$ cat src/rtl/project_switch_sequencer.sv
// Wishbone-driven project switcher: isolates pads, holds projects in reset, swaps the IO mux select.
// Single-cycle bus ack (never back-to-back); a switch occupies RST_CYCLES+3 cycles from ISOLATE to IDLE.
module project_switch_sequencer #(
  parameter int          NUM_PROJECTS = 8,
  parameter int          IO_PADS      = 38,
  parameter int          RST_CYCLES   = 16,
  parameter logic [31:0] BASE_ADDR    = 32'h3000_0000
) (
  input  logic                    wb_clk_i,
  input  logic                    wb_rst_i,
  input  logic                    wbs_cyc_i,
  input  logic                    wbs_stb_i,
  input  logic                    wbs_we_i,
  input  logic [3:0]              wbs_sel_i,
  input  logic [31:0]             wbs_adr_i,
  input  logic [31:0]             wbs_dat_i,
  output logic                    wbs_ack_o,
  output logic [31:0]             wbs_dat_o,
  output logic [7:0]              active_project_o,
  output logic [NUM_PROJECTS-1:0] project_rst_o,
  output logic [IO_PADS-1:0]      io_oeb,
  output logic                    busy_o
);
  localparam int HI_W = IO_PADS - 32;
  localparam int CW   = (RST_CYCLES > 1) ? $clog2(RST_CYCLES) : 1;
  localparam logic [CW-1:0] CNT_LAST = CW'(RST_CYCLES - 1);

  typedef enum logic [2:0] {S_IDLE, S_ISOLATE, S_RESET, S_SWITCH, S_RELEASE} state_t;

  function automatic logic [NUM_PROJECTS-1:0] onehot(input logic [7:0] idx);
    return NUM_PROJECTS'(1) << idx;
  endfunction

  state_t                  state_q, state_d;
  logic [CW-1:0]           cnt_q, cnt_d;
  logic                    ack_q, ack_d;
  logic [31:0]             dat_q, dat_d;
  logic [7:0]              active_q, active_d;
  logic [7:0]              target_q, target_d;
  logic [7:0]              pend_proj_q, pend_proj_d;
  logic                    pending_q, pending_d;
  logic                    err_q, err_d;
  logic [IO_PADS-1:0]      shadow_q, shadow_d;
  logic [IO_PADS-1:0]      oeb_q, oeb_d;
  logic [NUM_PROJECTS-1:0] prst_q, prst_d;

  logic        bus_req, wr, rd, busy, enter_iso;
  logic        hit_sel, hit_oeb0, hit_oeb1, hit_stat, sel_bad;
  logic [31:0] lane_m;

  assign bus_req  = wbs_cyc_i & wbs_stb_i & ~ack_q;
  assign wr       = bus_req & wbs_we_i;
  assign rd       = bus_req & ~wbs_we_i;
  assign hit_sel  = (wbs_adr_i == BASE_ADDR);
  assign hit_oeb0 = (wbs_adr_i == BASE_ADDR + 32'h4);
  assign hit_oeb1 = (wbs_adr_i == BASE_ADDR + 32'h8);
  assign hit_stat = (wbs_adr_i == BASE_ADDR + 32'hC);
  assign sel_bad  = {24'h0, wbs_dat_i[7:0]} >= 32'(NUM_PROJECTS);
  assign lane_m   = {{8{wbs_sel_i[3]}}, {8{wbs_sel_i[2]}}, {8{wbs_sel_i[1]}}, {8{wbs_sel_i[0]}}};
  assign busy     = (state_q != S_IDLE);

  always_ff @(posedge wb_clk_i or posedge wb_rst_i) begin
    if (wb_rst_i) begin
      state_q     <= S_IDLE;
      cnt_q       <= '0;
      ack_q       <= 1'b0;
      dat_q       <= '0;
      active_q    <= '0;
      target_q    <= '0;
      pend_proj_q <= '0;
      pending_q   <= 1'b0;
      err_q       <= 1'b0;
      shadow_q    <= '1;
      oeb_q       <= '1;
      prst_q      <= ~NUM_PROJECTS'(1);
    end else begin
      state_q     <= state_d;
      cnt_q       <= cnt_d;
      ack_q       <= ack_d;
      dat_q       <= dat_d;
      active_q    <= active_d;
      target_q    <= target_d;
      pend_proj_q <= pend_proj_d;
      pending_q   <= pending_d;
      err_q       <= err_d;
      shadow_q    <= shadow_d;
      oeb_q       <= oeb_d;
      prst_q      <= prst_d;
    end
  end

  always_comb begin
    state_d = state_q;
    cnt_d   = '0;
    case (state_q)
      S_IDLE:    if (pending_q) state_d = S_ISOLATE;
      S_ISOLATE: state_d = S_RESET;
      S_RESET: begin
        if (cnt_q == CNT_LAST) state_d = S_SWITCH;
        else                   cnt_d   = cnt_q + 1'b1;
      end
      S_SWITCH:  state_d = S_RELEASE;
      S_RELEASE: state_d = (pending_q && pend_proj_q != target_q) ? S_ISOLATE : S_IDLE;
      default:   state_d = S_IDLE;
    endcase
  end

  assign enter_iso = (state_d == S_ISOLATE) && (state_q == S_IDLE || state_q == S_RELEASE);

  always_comb begin
    ack_d       = bus_req;
    dat_d       = '0;
    active_d    = active_q;
    target_d    = target_q;
    pend_proj_d = pend_proj_q;
    pending_d   = pending_q;
    err_d       = err_q;
    shadow_d    = shadow_q;
    oeb_d       = oeb_q;
    prst_d      = prst_q;

    case (state_q)
      S_IDLE:    oeb_d = shadow_q;
      S_SWITCH:  begin oeb_d = '1; active_d = target_q; end
      S_RELEASE: begin oeb_d = shadow_q; prst_d = ~onehot(target_q); end
      default:   oeb_d = '1;
    endcase

    // Back-to-back switches keep pads isolated and every involved project in reset.
    if (enter_iso) begin
      target_d  = pend_proj_q;
      pending_d = 1'b0;
      oeb_d     = '1;
      prst_d    = prst_q | onehot(active_q) | onehot(pend_proj_q);
    end
    if (state_q == S_RELEASE && pending_q && pend_proj_q == target_q) pending_d = 1'b0;

    // Bus writes follow the FSM so a selection landing on the entry edge is not lost.
    if (wr) begin
      if (hit_sel && wbs_sel_i[0]) begin
        if (sel_bad) begin
          err_d = 1'b1;
        end else if (!(state_q == S_IDLE && wbs_dat_i[7:0] == active_q)) begin
          pend_proj_d = wbs_dat_i[7:0];
          pending_d   = 1'b1;
        end
      end
      if (hit_oeb0)
        shadow_d[31:0] = (shadow_q[31:0] & ~lane_m) | (wbs_dat_i & lane_m);
      if (hit_oeb1)
        shadow_d[IO_PADS-1:32] = (shadow_q[IO_PADS-1:32] & ~lane_m[HI_W-1:0]) |
                                 (wbs_dat_i[HI_W-1:0] & lane_m[HI_W-1:0]);
      if (hit_stat && wbs_sel_i[0] && wbs_dat_i[2]) err_d = 1'b0;
    end

    if (rd) begin
      if (hit_sel)  dat_d = {24'h0, active_q};
      if (hit_oeb0) dat_d = shadow_q[31:0];
      if (hit_oeb1) dat_d = 32'(shadow_q[IO_PADS-1:32]);
      if (hit_stat) dat_d = {8'h0, active_q, pend_proj_q, 5'h0, err_q, pending_q, busy};
    end
  end

  assign wbs_ack_o        = ack_q;
  assign wbs_dat_o        = dat_q;
  assign active_project_o = active_q;
  assign project_rst_o    = prst_q;
  assign io_oeb           = oeb_q;
  assign busy_o           = busy;
endmodule

$ cat config.mk
export PLATFORM = sky130hd
export DESIGN_NAME = project_switch_sequencer
export DESIGN_NICKNAME = d
export VERILOG_FILES = /design/src/rtl/project_switch_sequencer.sv
export SDC_FILE = /design/constraint.sdc
export NUM_CORES = 1
export LEC_CHECK = 0
export ABC_AREA = 1
export CAP_MARGIN = 10
export CORE_UTILIZATION = 55
export CTS_BUF_LIST = sky130_fd_sc_hd__clkbuf_4 sky130_fd_sc_hd__clkbuf_8
export DETAILED_ROUTE_END_ITERATION = 8
export GPL_ROUTABILITY_DRIVEN = 0
export PLACE_DENSITY = 0.95
export SETUP_SLACK_MARGIN = 0.2
export SLEW_MARGIN = 20
export SYNTH_ARGS = -nofsm -noshare
export SYNTH_HDL_FRONTEND = slang
export SYNTH_SLANG_ARGS = --single-unit
$ cat constraint.sdc
create_clock -name wb_clk_i -period 14.8 [get_ports wb_clk_i]
set_input_delay 2.96 -clock wb_clk_i [delete_from_list [all_inputs] [get_ports wb_clk_i]]
set_output_delay 2.96 -clock wb_clk_i [all_outputs]
set_load 0.02 [all_outputs]
==> results.tsv <==
stage	metric	value	unit
setup_path	Crit Path Category	register to output pin	
route	vias	6032	
run_status	run status	complete, no violations	
synthesis	Syn. warnings	0	
cells_and_area	Layout Utilization	75.40	%
setup_path	slowest stage delay, CP	0.62	ns
sta	Hold Worst Slack	0.4633	ns
cells_and_area	Antenna diodes	0	
route	First DRT Iteration DRCs	685	
cells_and_area	register area	0.003857	sq mm
setup_path	CP top delay family	simple AND/OR/NAND/NOR gates	
synthesis	Async SR Flop Fraction	100.0	%
clock_network	clock slew at reported path FFs	0.08	ns
setup_path	CP cell instances	nor2_1, nand2_1, clkdlybuf4s50_1	
sta	Min Clock Period, post-route	5.395	ns
sta	Worst slew margin	32.59	%
route	DR vias/cell	5.464	
route	per-cell routed wire length	16.51	microns
setup_path	WP data required	11.84	ns
synthesis	count leader, synth	nand2_1	
sta	RSZ-0062 raised after global routing	false	
clock_network	hold buffer count at CTS	0	
clock_network	Max Root-Sink Buffers	2	
place	Setup WS pre-CTS	9.411	ns
clock_network	CTS sink cnt	150	
power	Int Power	592.9	uW
sta	Worst-Margin Slew	1.009	ns
synthesis	Synth Net Count	868	
power	Comb pwr share	5.1	%
setup_path	CP Launch Type	register	
setup_path	Worst Path Arrival	2.43	ns
global_routing	pin count of the biggest net entering global routing	96	
sta	max-slew violations	0	
clock_network	CTS tree	built	
cells_and_area	share of layout cells above drive strength 1	13.22	%
synthesis	Yosys reg bits	150	
synthesis	Synth Area per Inst	8.459	sq um
route	Pre-antenna DRT Iters	6	
die	core area	0.01166	sq mm
global_routing	first-pass GRT wire length	29270	microns
sta	setup ws final	9.405	ns
setup_path	Reg2Reg Launch Point	state_q[1]	
route	DR DRC count	0	
setup_path	worst-path fanout max	12	
cells_and_area	Area Growth Syn to Fin	30.92	%
power	sequential share of power	53.7	%
cells_and_area	area of the multi-input gates	0.002342	sq mm
synthesis	register area share after synthesis	57.43	%
die	Die Wd	112.5	microns
power	cell leakage power	4.027	nW
clock_network	# H-tree levels	4	
power	NetSw	172.6	uW
route	Final ANT Viol Nets	0	
die	die footprint	0.01266	sq mm
place	Post-DP Area	0.008391	sq mm
sta	Fin Setup TNS	0	ns
global_routing	number of global-route vias before repair	5928	
cells_and_area	post-route insts no fill	1104	
clock_network	Root Driver	clkbuf_8	
clock_network	post-cts resize count	0	
synthesis	number of distinct library cells after synthesis	29	
global_routing	initial antenna violation count	0	
die	Ports	161	
clock_network	setup repair bufs after CTS	0	
synthesis	Netlist Area Pre-Place	0.006716	sq mm
power	maximum vdd drop	50.46	uV
synthesis	Yosys top cell area share	32.47	%
route	WL final	18230	microns
setup_path	Critical-path top delay cell	clkdlybuf4s50_1	
clock_network	clock buffer count from CTS	17	
run	maxcap violations	0	
synthesis	dominant cell type by area after synthesis	dfstp_2	
cells_and_area	Nets	1022	
power	Sw Ratio	22.55	%
synthesis	top cell types by occurrence after synthesis	nand2_1 (247), inv_1 (98), nand3_1 (87), dfstp_2 (83), dfrtp_1 (67)	
synthesis	most area-consuming cells after synthesis	dfstp_2 (32%), dfrtp_1 (25%), nand2_1 (14%), nand3_1 (6.5%), inv_1 (5.5%)	
die	Die Ht	112.5	microns
sta	Tcrit/Tclk final	36.45	%
cells_and_area	Finished Cell Area	0.008793	sq mm
setup_path	crit end category	output pin	
global_routing	remaining global-route overflow	0	
place	placed cells	1072	
synthesis	EDFF count, synth	0	
sta	final hold vios	0	
setup_path	crit path from	state_q[1]	
power	clock share of power	41.2	%
die	Starting Density	57.59	%
setup_path	Critical path buffers and inverters	1	
sta	final setup violation count	0	
global_routing	Total Routing Usage GR	30.43	%
synthesis	post-synthesis cell count	794	
sta	skew final	0.01103	ns
power	Power Total	765.5	uW
die	Rows	39	
clock_network	Clock Latency Late Sink	0.45	ns
sta	FMAX	185.4	MHz
worst_hold_path	worst min path class	register to register	
place	post-DP HPWL	13020	microns
cells_and_area	# fillers	790	
synthesis	Main synth FF type	dfstp_2	
power	PD cells	87.06	mW/mm^2
place	I/O Buffers	160	
==> final timing paths <==
check / to / slack [ns] / cells past startpoint
min in group asynchronous: wbs_dat_o[28] / 3.04 / 2
setup / recovery: busy_o / 9.41 / 3
max in group asynchronous: state_q[2] / 10.52 / 3
hold reg to reg: register / 0.46 / 2
setup reg to reg: project_rst_o[0] / 11.22 / 9
hold / removal: register / 0.46 / 2
==> power groups by stage <==
stage | combinational (mW) | clock (mW) | sequential [mW]
3_3_place_gp | 0.0381 | 0 | 0.418
3_5_place_dp | 0.0391 | 0 | 0.418
4_1_cts | 0.0393 | 0.317 | 0.411
6_report | 0.0391 | 0.315 | 0.411
5_1_grt | 0.0426 | 0.337 | 0.411
2_1_floorplan | 0.0129 | 0 | 0.418
==> cells in the final DEF (no fill, tap or decap), drive strengths merged <==
master / synthesis / final
ha: 1 / 1
clkinvlp: 0 / 4
buf: 19 / 4
o211ai: 1 / 1
inv: 99 / 99
clkinv: 1 / 6
dfstp: 83 / 83
bufinv: 0 / 2
o31ai: 8 / 8
and2: 1 / 1
clkdlybuf4s50: 0 / 160
xnor2: 7 / 7
or2: 1 / 1
nor2: 62 / 62
a21oi: 17 / 17
nand3b: 3 / 3
nand4: 13 / 13
o21ai: 38 / 38
clkbuf: 10 / 21
nor3: 19 / 19
nand3: 87 / 87
nor4: 5 / 5
nand2: 247 / 247
a31oi: 4 / 4
dfrtp: 67 / 67
xor2: 1 / 1
==> cell families (layout without fill, tap and decap cells) <==
kind of cell,Yosys count,after routing,synth area share [%]
AO/OA/AOI/OAI,68,68,5.477
XOR/XNOR,8,8,1.043
adder cells (fa/ha/maj),1,1,0.1863
buffers and inverters,129,296,7.787
flip-flops,150,150,57.43
AND/OR/NAND/NOR,438,438,28.07
==> tightest hold or removal path, stage by stage, from the launching register on <==
cell     delay, ns
dfstp_2       0.37
nand2_1       0.05
nand2_1       0.04
==> layout make-up <==
class / count / area share, %
flip-flops and latches: 150 / 43.87
multi-input cells: 515 / 26.64
clock buffers: 21 / 3.145
well taps: 143 / 2.035
inverters: 100 / 4.326
clock inverters: 11 / 1.437
repair buffers: 164 / 18.55
==> metal layers <==
layer,track usage [%],wire length [microns],up-vias
met5,0,0,-
met4,10.40,523,0
met3,8.261,1741,53
met2,53.71,9303,320
met1,36.00,6658,2840
li1,-,-,2819
No activity file was read; power rests on OpenSTA's default activity.
